File: config.mk
export PLATFORM = sky130hd
export DESIGN_NAME = ring_pos_monitor
export DESIGN_NICKNAME = d
export VERILOG_FILES = /design/src/rtl/ring_pos_monitor.sv
export SDC_FILE = /design/constraint.sdc
export NUM_CORES = 1
export LEC_CHECK = 0
export BUFFER_PORTS_ARGS = -buffer_cell sky130_fd_sc_hd__buf_2
export CAP_MARGIN = 5
export CORE_ASPECT_RATIO = 1.75
export CORE_MARGIN = 2
export CORE_UTILIZATION = 51
export CTS_BUF_LIST = sky130_fd_sc_hd__clkbuf_4
export CTS_CLUSTER_SIZE = 8
export DETAILED_ROUTE_END_ITERATION = 8
export GPL_TIMING_DRIVEN = 0
export MAX_ROUTING_LAYER = met4
export PLACE_DENSITY = 0.78
export SLEW_MARGIN = 5
export SYNTH_ARGS = -nofsm -noshare
export SYNTH_HDL_FRONTEND = slang
export SYNTH_SLANG_ARGS = --single-unit
File: constraint.sdc
create_clock -name clk -period 1.9 [get_ports clk]
set_clock_uncertainty 0.05 [all_clocks]
set_input_delay 0.38 -clock clk [delete_from_list [all_inputs] [get_ports clk]]
set_output_delay 0.38 -clock clk [all_outputs]
set_load 0.03 [all_outputs]
File: src/rtl/ring_pos_monitor.sv
// Registered position/direction monitor for a one-hot up/down ring counter.
// Revolution counting is built only when RING_MON_REV_CNT_EN is defined.
module ring_pos_monitor #(
  parameter int WIDTH = 8,
  parameter int IDX_W = 3,
  parameter int REV_W = 8
) (
  input  logic             clk,
  input  logic             reset,
  input  logic [WIDTH-1:0] ring_in,
  input  logic             ring_vld,
  input  logic             clr_err,
  output logic [IDX_W-1:0] idx,
  output logic             idx_vld,
  output logic             dir_up,
  output logic             step,
  output logic             err,
  output logic [1:0]       err_code,
  output logic [REV_W-1:0] rev_cnt,
  output logic             rev_pulse
);

  // state | meaning
  // SYNC  | waiting for the first one-hot sample; no error raised
  // TRACK | following legal single-position moves
  // FAULT | sticky error; ring ignored until clr_err
  typedef enum logic [1:0] {SYNC, TRACK, FAULT} state_t;

  state_t           state_q, state_d;
  logic [WIDTH-1:0] prev_q, prev_d;
  logic [IDX_W-1:0] idx_q, idx_d;
  logic             idx_vld_q, idx_vld_d;
  logic             dir_q, dir_d;
  logic             step_q, step_d;
  logic             err_q, err_d;
  logic [1:0]       code_q, code_d;
  logic [WIDTH-1:0] rol_prev, ror_prev;

`ifdef RING_MON_REV_CNT_EN
  logic [REV_W-1:0] rev_q, rev_d;
  logic             rev_pulse_q, rev_pulse_d;
`endif

  function automatic logic is_onehot(input logic [WIDTH-1:0] x);
    return (x != '0) && ((x & (x - WIDTH'(1))) == '0);
  endfunction

  function automatic logic [IDX_W-1:0] enc(input logic [WIDTH-1:0] x);
    logic [IDX_W-1:0] e;
    e = '0;
    for (int i = 0; i < WIDTH; i++)
      if (x[i]) e = IDX_W'(i);
    return e;
  endfunction

  assign rol_prev = {prev_q[WIDTH-2:0], prev_q[WIDTH-1]};
  assign ror_prev = {prev_q[0], prev_q[WIDTH-1:1]};

  always_comb begin
    state_d   = state_q;
    prev_d    = prev_q;
    idx_d     = idx_q;
    idx_vld_d = idx_vld_q;
    dir_d     = dir_q;
    step_d    = 1'b0;
    err_d     = err_q;
    code_d    = code_q;
`ifdef RING_MON_REV_CNT_EN
    rev_d       = rev_q;
    rev_pulse_d = 1'b0;
`endif
    case (state_q)
      SYNC: begin
        if (ring_vld && is_onehot(ring_in)) begin
          prev_d    = ring_in;
          idx_d     = enc(ring_in);
          idx_vld_d = 1'b1;
          state_d   = TRACK;
        end
      end
      TRACK: begin
        if (ring_vld && (ring_in != prev_q)) begin
          if (!is_onehot(ring_in)) begin
            err_d     = 1'b1;
            code_d    = 2'b01;
            idx_vld_d = 1'b0;
            state_d   = FAULT;
          end else if (ring_in == rol_prev) begin
            step_d = 1'b1;
            dir_d  = 1'b1;
            prev_d = ring_in;
            idx_d  = enc(ring_in);
`ifdef RING_MON_REV_CNT_EN
            if (prev_q[WIDTH-1]) begin
              rev_pulse_d = 1'b1;
              rev_d       = rev_q + REV_W'(1);
            end
`endif
          end else if (ring_in == ror_prev) begin
            step_d = 1'b1;
            dir_d  = 1'b0;
            prev_d = ring_in;
            idx_d  = enc(ring_in);
`ifdef RING_MON_REV_CNT_EN
            if (prev_q[0]) begin
              rev_pulse_d = 1'b1;
              rev_d       = rev_q - REV_W'(1);
            end
`endif
          end else begin
            err_d     = 1'b1;
            code_d    = 2'b10;
            idx_vld_d = 1'b0;
            state_d   = FAULT;
          end
        end
      end
      FAULT: begin
        // Clear takes priority; a coincident sample is dropped, not evaluated.
        if (clr_err) begin
          err_d   = 1'b0;
          code_d  = 2'b00;
          state_d = SYNC;
        end
      end
      default: state_d = SYNC;
    endcase
  end

  always_ff @(posedge clk) begin
    if (!reset) begin
      state_q   <= SYNC;
      prev_q    <= '0;
      idx_q     <= '0;
      idx_vld_q <= 1'b0;
      dir_q     <= 1'b1;
      step_q    <= 1'b0;
      err_q     <= 1'b0;
      code_q    <= 2'b00;
    end else begin
      state_q   <= state_d;
      prev_q    <= prev_d;
      idx_q     <= idx_d;
      idx_vld_q <= idx_vld_d;
      dir_q     <= dir_d;
      step_q    <= step_d;
      err_q     <= err_d;
      code_q    <= code_d;
    end
  end

`ifdef RING_MON_REV_CNT_EN
  always_ff @(posedge clk) begin
    if (!reset) begin
      rev_q       <= '0;
      rev_pulse_q <= 1'b0;
    end else begin
      rev_q       <= rev_d;
      rev_pulse_q <= rev_pulse_d;
    end
  end

  assign rev_cnt   = rev_q;
  assign rev_pulse = rev_pulse_q;
`else
  assign rev_cnt   = '0;
  assign rev_pulse = 1'b0;
`endif

  assign idx      = idx_q;
  assign idx_vld  = idx_vld_q;
  assign dir_up   = dir_q;
  assign step     = step_q;
  assign err      = err_q;
  assign err_code = code_q;

endmodule
# Yosys cells after proc, flatten, opt, wreduce, memory -nomap -nowiden

Cells that the tools add are included.

Output and inout port bits: 18
Word-level logic and storage cells: 82
Register bits after elaboration: 19
Input bits: 12

Bitwise operators: 1
Add/sub/neg operators: 1
Equality and inequality tests: 12
Reduce and logical (&&, ||, !) cells: 15
Mux-type cells: 45

Operators by type and width:

| kind                | count |
|---|---|
| $mux 8              | 5 |
| $mux 3              | 11 |
| $reduce_and 5->1    | 4 |
| $eq 8x8->1          | 2 |
| $mux 2              | 8 |
| $pmux 8 s2          | 1 |
| $mux 1              | 15 |
| $ne 3x3->1 const B  | 3 |
| $and 8x8->8         | 1 |
| $logic_not 8->1     | 1 |
| $ne 2x2->1 const B  | 4 |
| $ne 8x8->1          | 1 |
| $reduce_and 4->1    | 2 |
| $reduce_bool 8->1   | 1 |
| $sub 8x1->8 const B | 1 |
| $pmux 2 s3          | 1 |
| $pmux 3 s2          | 1 |
| $reduce_bool 2->1   | 3 |
| $pmux 1 s2          | 2 |
| $pmux 2 s2          | 1 |
| $logic_and 1x1->1   | 3 |
| $eq 2x1->1 const B  | 1 |
| $eq 2x2->1 const B  | 1 |
| $logic_not 2->1     | 1 |

# Logic depth before layout (Yosys ltp)

Word-level depth: 12
Gate-level depth with buffers: 8
Gate-level depth less buffers: 6

# Least setup slack after synthesis

No wires, ideal clock.

Path kind: input to register
Start point: input port ring_in[3]
End point: register idx_q[0] (netlist: idx[0])
Setup time: 72 ps
Path buffers: 2
Data required time: 1778 ps
Stages on the path: 8
Setup slack: -37 ps
Data arrival time: 1815 ps
Path through: buf_2 -> or3_4 -> nor3_4 -> o21a_1 -> o21ai_2 -> a211oi_2 -> buf_6 -> mux2i_1

Longest elaborated chain between the ends: 10
Elaborated cells on any way between the ends: 26
Classes of those cells: 1 x add/sub; 7 x eq/ne; 11 x mux; 1 x bitwise; 6 x reduce/logical

RTL lines:

| what                                                                 | line | source |
|---|---|---|
| start, declared                                                      | 10   | `input logic [WIDTH-1:0] ring_in,` |
| parallel branches: the longest is 10 deep, another holds $sub 8x1->8 | --   |  |
| end signal, assigned                                                 | 143  | `idx_q <= idx_d;` |
| end, declared                                                        | 31   | `logic [IDX_W-1:0] idx_q, idx_d;` |

Several ways; the timed one is not identified. The select of a mux whose other input is x is not followed.
A chain may end at the register's enable or synchronous reset.

# Worst setup path after layout

Start point: input port ring_in[7]
End point: register idx_q[1] (netlist: idx[1])

Longest elaborated chain between the ends: 7
Elaborated cells on any way between the ends: 22
Classes of those cells: 1 x add/sub; 7 x eq/ne; 7 x mux; 1 x bitwise; 6 x reduce/logical

RTL lines:

| what                       | line | source |
|---|---|---|
| $sub 8x1->8                | 45   | `return (x != '0) && ((x & (x - WIDTH'(1))) == '0);` |
| $and 8x8->8                | 45   |  |
| $logic_not 8->1            | 45   |  |
| $logic_and 1x1->1          | 45   |  |
| $logic_and 1x1->1          | 74   | `if (ring_vld && is_onehot(ring_in)) begin` |
| $ne 2x2->1 (no line)       | --   |  |
| $reduce_and 5->1 (no line) | --   |  |

Parallel ways exist; a longest one is shown, timed or not. The select of a mux whose other input is x is not followed.

==> reports/summary.txt <==
Clock Path Buffers = 2
Total gr overflow = 0
Final Max Slew Viols = 0
Worst R2R Setup Slack = 70 ps
# diodes = 0
Core Area = 2660 µm²
Vias/cell = 5.71
Io pins = 30
Worst VDD drop = 0.379 mV
Most common cell in the netlist = xnor2_1
Area contributors post-synth = dfxtp_1, xnor2_1, mux2i_1
Row count = 25
DP Worst Slack = -397 ps
Setup ws final = 35.0 ps
Hold depth = 3
Worst path required time = 2080 ps
Clk root buf = clkbuf_4
Clock sink count = 19
Width of the die = 43.6 µm
Synth Area in XOR/XNOR = 0.157
Top-area cell type share of the netlist area = 0.272
Fin crit period = 1860 ps
Outcome = finished clean
NumNets Final = 212
Final setup fails = 0
Die ar. = 3190 µm²
Hold buffer count at CTS = 0
Synth Cell Area = 1400 µm²
Worst Reg-to-Reg Cells = 7
Pre-antenna DRT Iters = 4
Hold Path Sink = prev_q[1]
Drc violations = 0
Hold path startpoint = ring_in[1]
Final Hold Fails = 0
Worst reg2reg path startpoint = prev_q[6]
Drt initial violations = 28
Synth cell count leaders = xnor2_1, nand2_1, dfxtp_1
Reg clk slew, reported paths = 120 ps
Pwr Total = 0.000802 W
Critical path class = input pin to register
Number of synthesized flops with an enable pin = 0
Synth Register Bits = 19
TNS Setup = 0 ps
H-tree lvl count = 1
Vias after detailed routing = 1,291
Largest net degree at the start of global routing = 11
WL per Instance = 14.5 µm
Final HPWL DP = 2440 µm
Number of global-route vias before repair = 1,128
Synth Area per Inst = 8.32 µm²
Non-Filler Instances = 226
Fin crit share = 0.982
Clock latency on the worst-skew pair = 310 ps
First-pass GRT wire length = 5040 µm
Main combinational cell family by area after synthesis = simple AND/OR/NAND/NOR gates
# port buffers = 14
Detailed Route WL = 3280 µm
Die height = 73.3 µm
CTS buffer count = 3
Syn Inst Count = 168
Initial core utilization = 0.526
Distinct cells, synth = 38
RSZ-0062 raised after global routing = yes
Mux cell area share after synthesis = 0.0716
Ys async rst share = 0
Area grow syn2layout = 19.4%
Power per cell area = 481 nW/µm²
FF-to-FF End = idx[1]
RD Place Congestion = 0.920
Synth Warn # = 0
Setup crit end kind = register
GRT Total Usage = 0.210
Startpoint type of the worst setup path = input pin
Post-Synth Adder-Cell Area = 0
Fmax = 0.536 GHz
Leakage = 0.673 nW
Hold Path Class = input pin to register
Top FF cell, synth = dfxtp_1
CP max FO = 10
Sequential element share of the synthesized area = 0.272
Share of cells above drive strength 1 = 0.317
Post-DRT Antenna Nets = 0
Compound-cell area share of the yosys netlist = 0.152
Initial antenna violation count = 0
CTS tree = built
Placed cells = 217
Simple-Gate Fraction of Synth Area = 0.220
Arrival time worst endpoint = 2040 ps
Area leader, netlist = dfxtp_1
Max Cap Viol = 0
[kinds of logic after synthesis]
| family | count (synthesis) |
|---|---|
| flops | 19 |
| other cells | 1 |
| mux | 10 |
| simple gates | 57 |
| buf+inv | 27 |
| compound gates | 29 |
| xor+xnor | 25 |
[worst max-delay path, stage by stage]
cell	delay, ps
buf_2	100
buf_2	190
xnor2_2	190
nand4_1	170
nor2_2	160
o21ai_2	100
a211oi_4	310
buf_4	230
mux2i_1	200
[timing repair]
action	CTS	global route
buffers inserted	2	2
resized for setup	9	13
cloned	0	1
pin swaps	2	5
setup endpoints to repair	11	10
[report_power, final]
part	internal, W	switching [W]	leakage (nW)	total, W
clock network	0.0000962	0.000127	0.0184	0.000223
logic	0.0000743	0.000104	0.497	0.000179
registers	0.000398	0.00000277	0.158	0.000401
[area by class of cell]
| cell class | count | area, µm² |
|---|---|---|
| clock buffers | 4 | 30.0 |
| well taps | 27 | 33.8 |
| multi-input cells | 130 | 912 |
| fillers | 234 | 990 |
| flip-flops and latches | 19 | 395 |
| plain buffers | 21 | 168 |
| repair buffers | 19 | 108 |
| inverters | 6 | 22.5 |
[layer usage]
| metal | GRT usage | wire length (µm) |
|---|---|---|
| met5 | - | 0 |
| met4 | 0.0943 | 87 |
| met1 | 0.204 | 1180 |
| met2 | 0.399 | 1900 |
| met3 | 0.0221 | 113 |
[worst max-delay path by stage]
stage	from	to	slack (ps)
2_1_floorplan	ring_in[1]	idx[0]	-30
3_3_place_gp	ring_in[6]	prev_q[4]	-300
5_1_grt	ring_in[1]	idx[1]	-3
6_report	ring_in[7]	idx[1]	40
4_1_cts	prev_q[0]	idx[1]	7
3_5_place_dp	ring_in[6]	idx[1]	-400
[flip-flops by register name (all words and copies together) (netlist names)]
name      flops
idx_vld       1
dir_up        1
idx           3
prev_q        8
step          1
err           1
state_q       2
err_code      2
[placed cells by master, fill, tap and decap left out, types with 3 or more instances in the layout]
| cell | instances |
|---|---|
| buf_2 | 15 |
| inv_1 | 6 |
| nor2_1 | 6 |
| conb_1 | 9 |
| clkbuf_4 | 6 |
| dfxtp_1 | 11 |
| buf_4 | 16 |
| o211a_1 | 3 |
| nand4_1 | 7 |
| o21a_1 | 3 |
| buf_6 | 3 |
| o21ai_0 | 4 |
| xnor2_2 | 3 |
| nor3_1 | 4 |
| nand2_1 | 23 |
| nor3b_1 | 3 |
| clkbuf_1 | 3 |
| mux2i_1 | 10 |
| xnor2_1 | 22 |
| a31oi_1 | 3 |
| dfxtp_2 | 6 |
| a21oi_1 | 5 |
[stage by stage]
stage	hold WS, ps	instance area, µm²	util
finish	277	1670	0.628
global route	279	1670	0.628
CTS	278	1600	0.602
detailed placement	417	1540	0.580
global placement	394	1540	0.580
floorplan	445	1440	-
No activity file was read; power rests on OpenSTA's default activity.
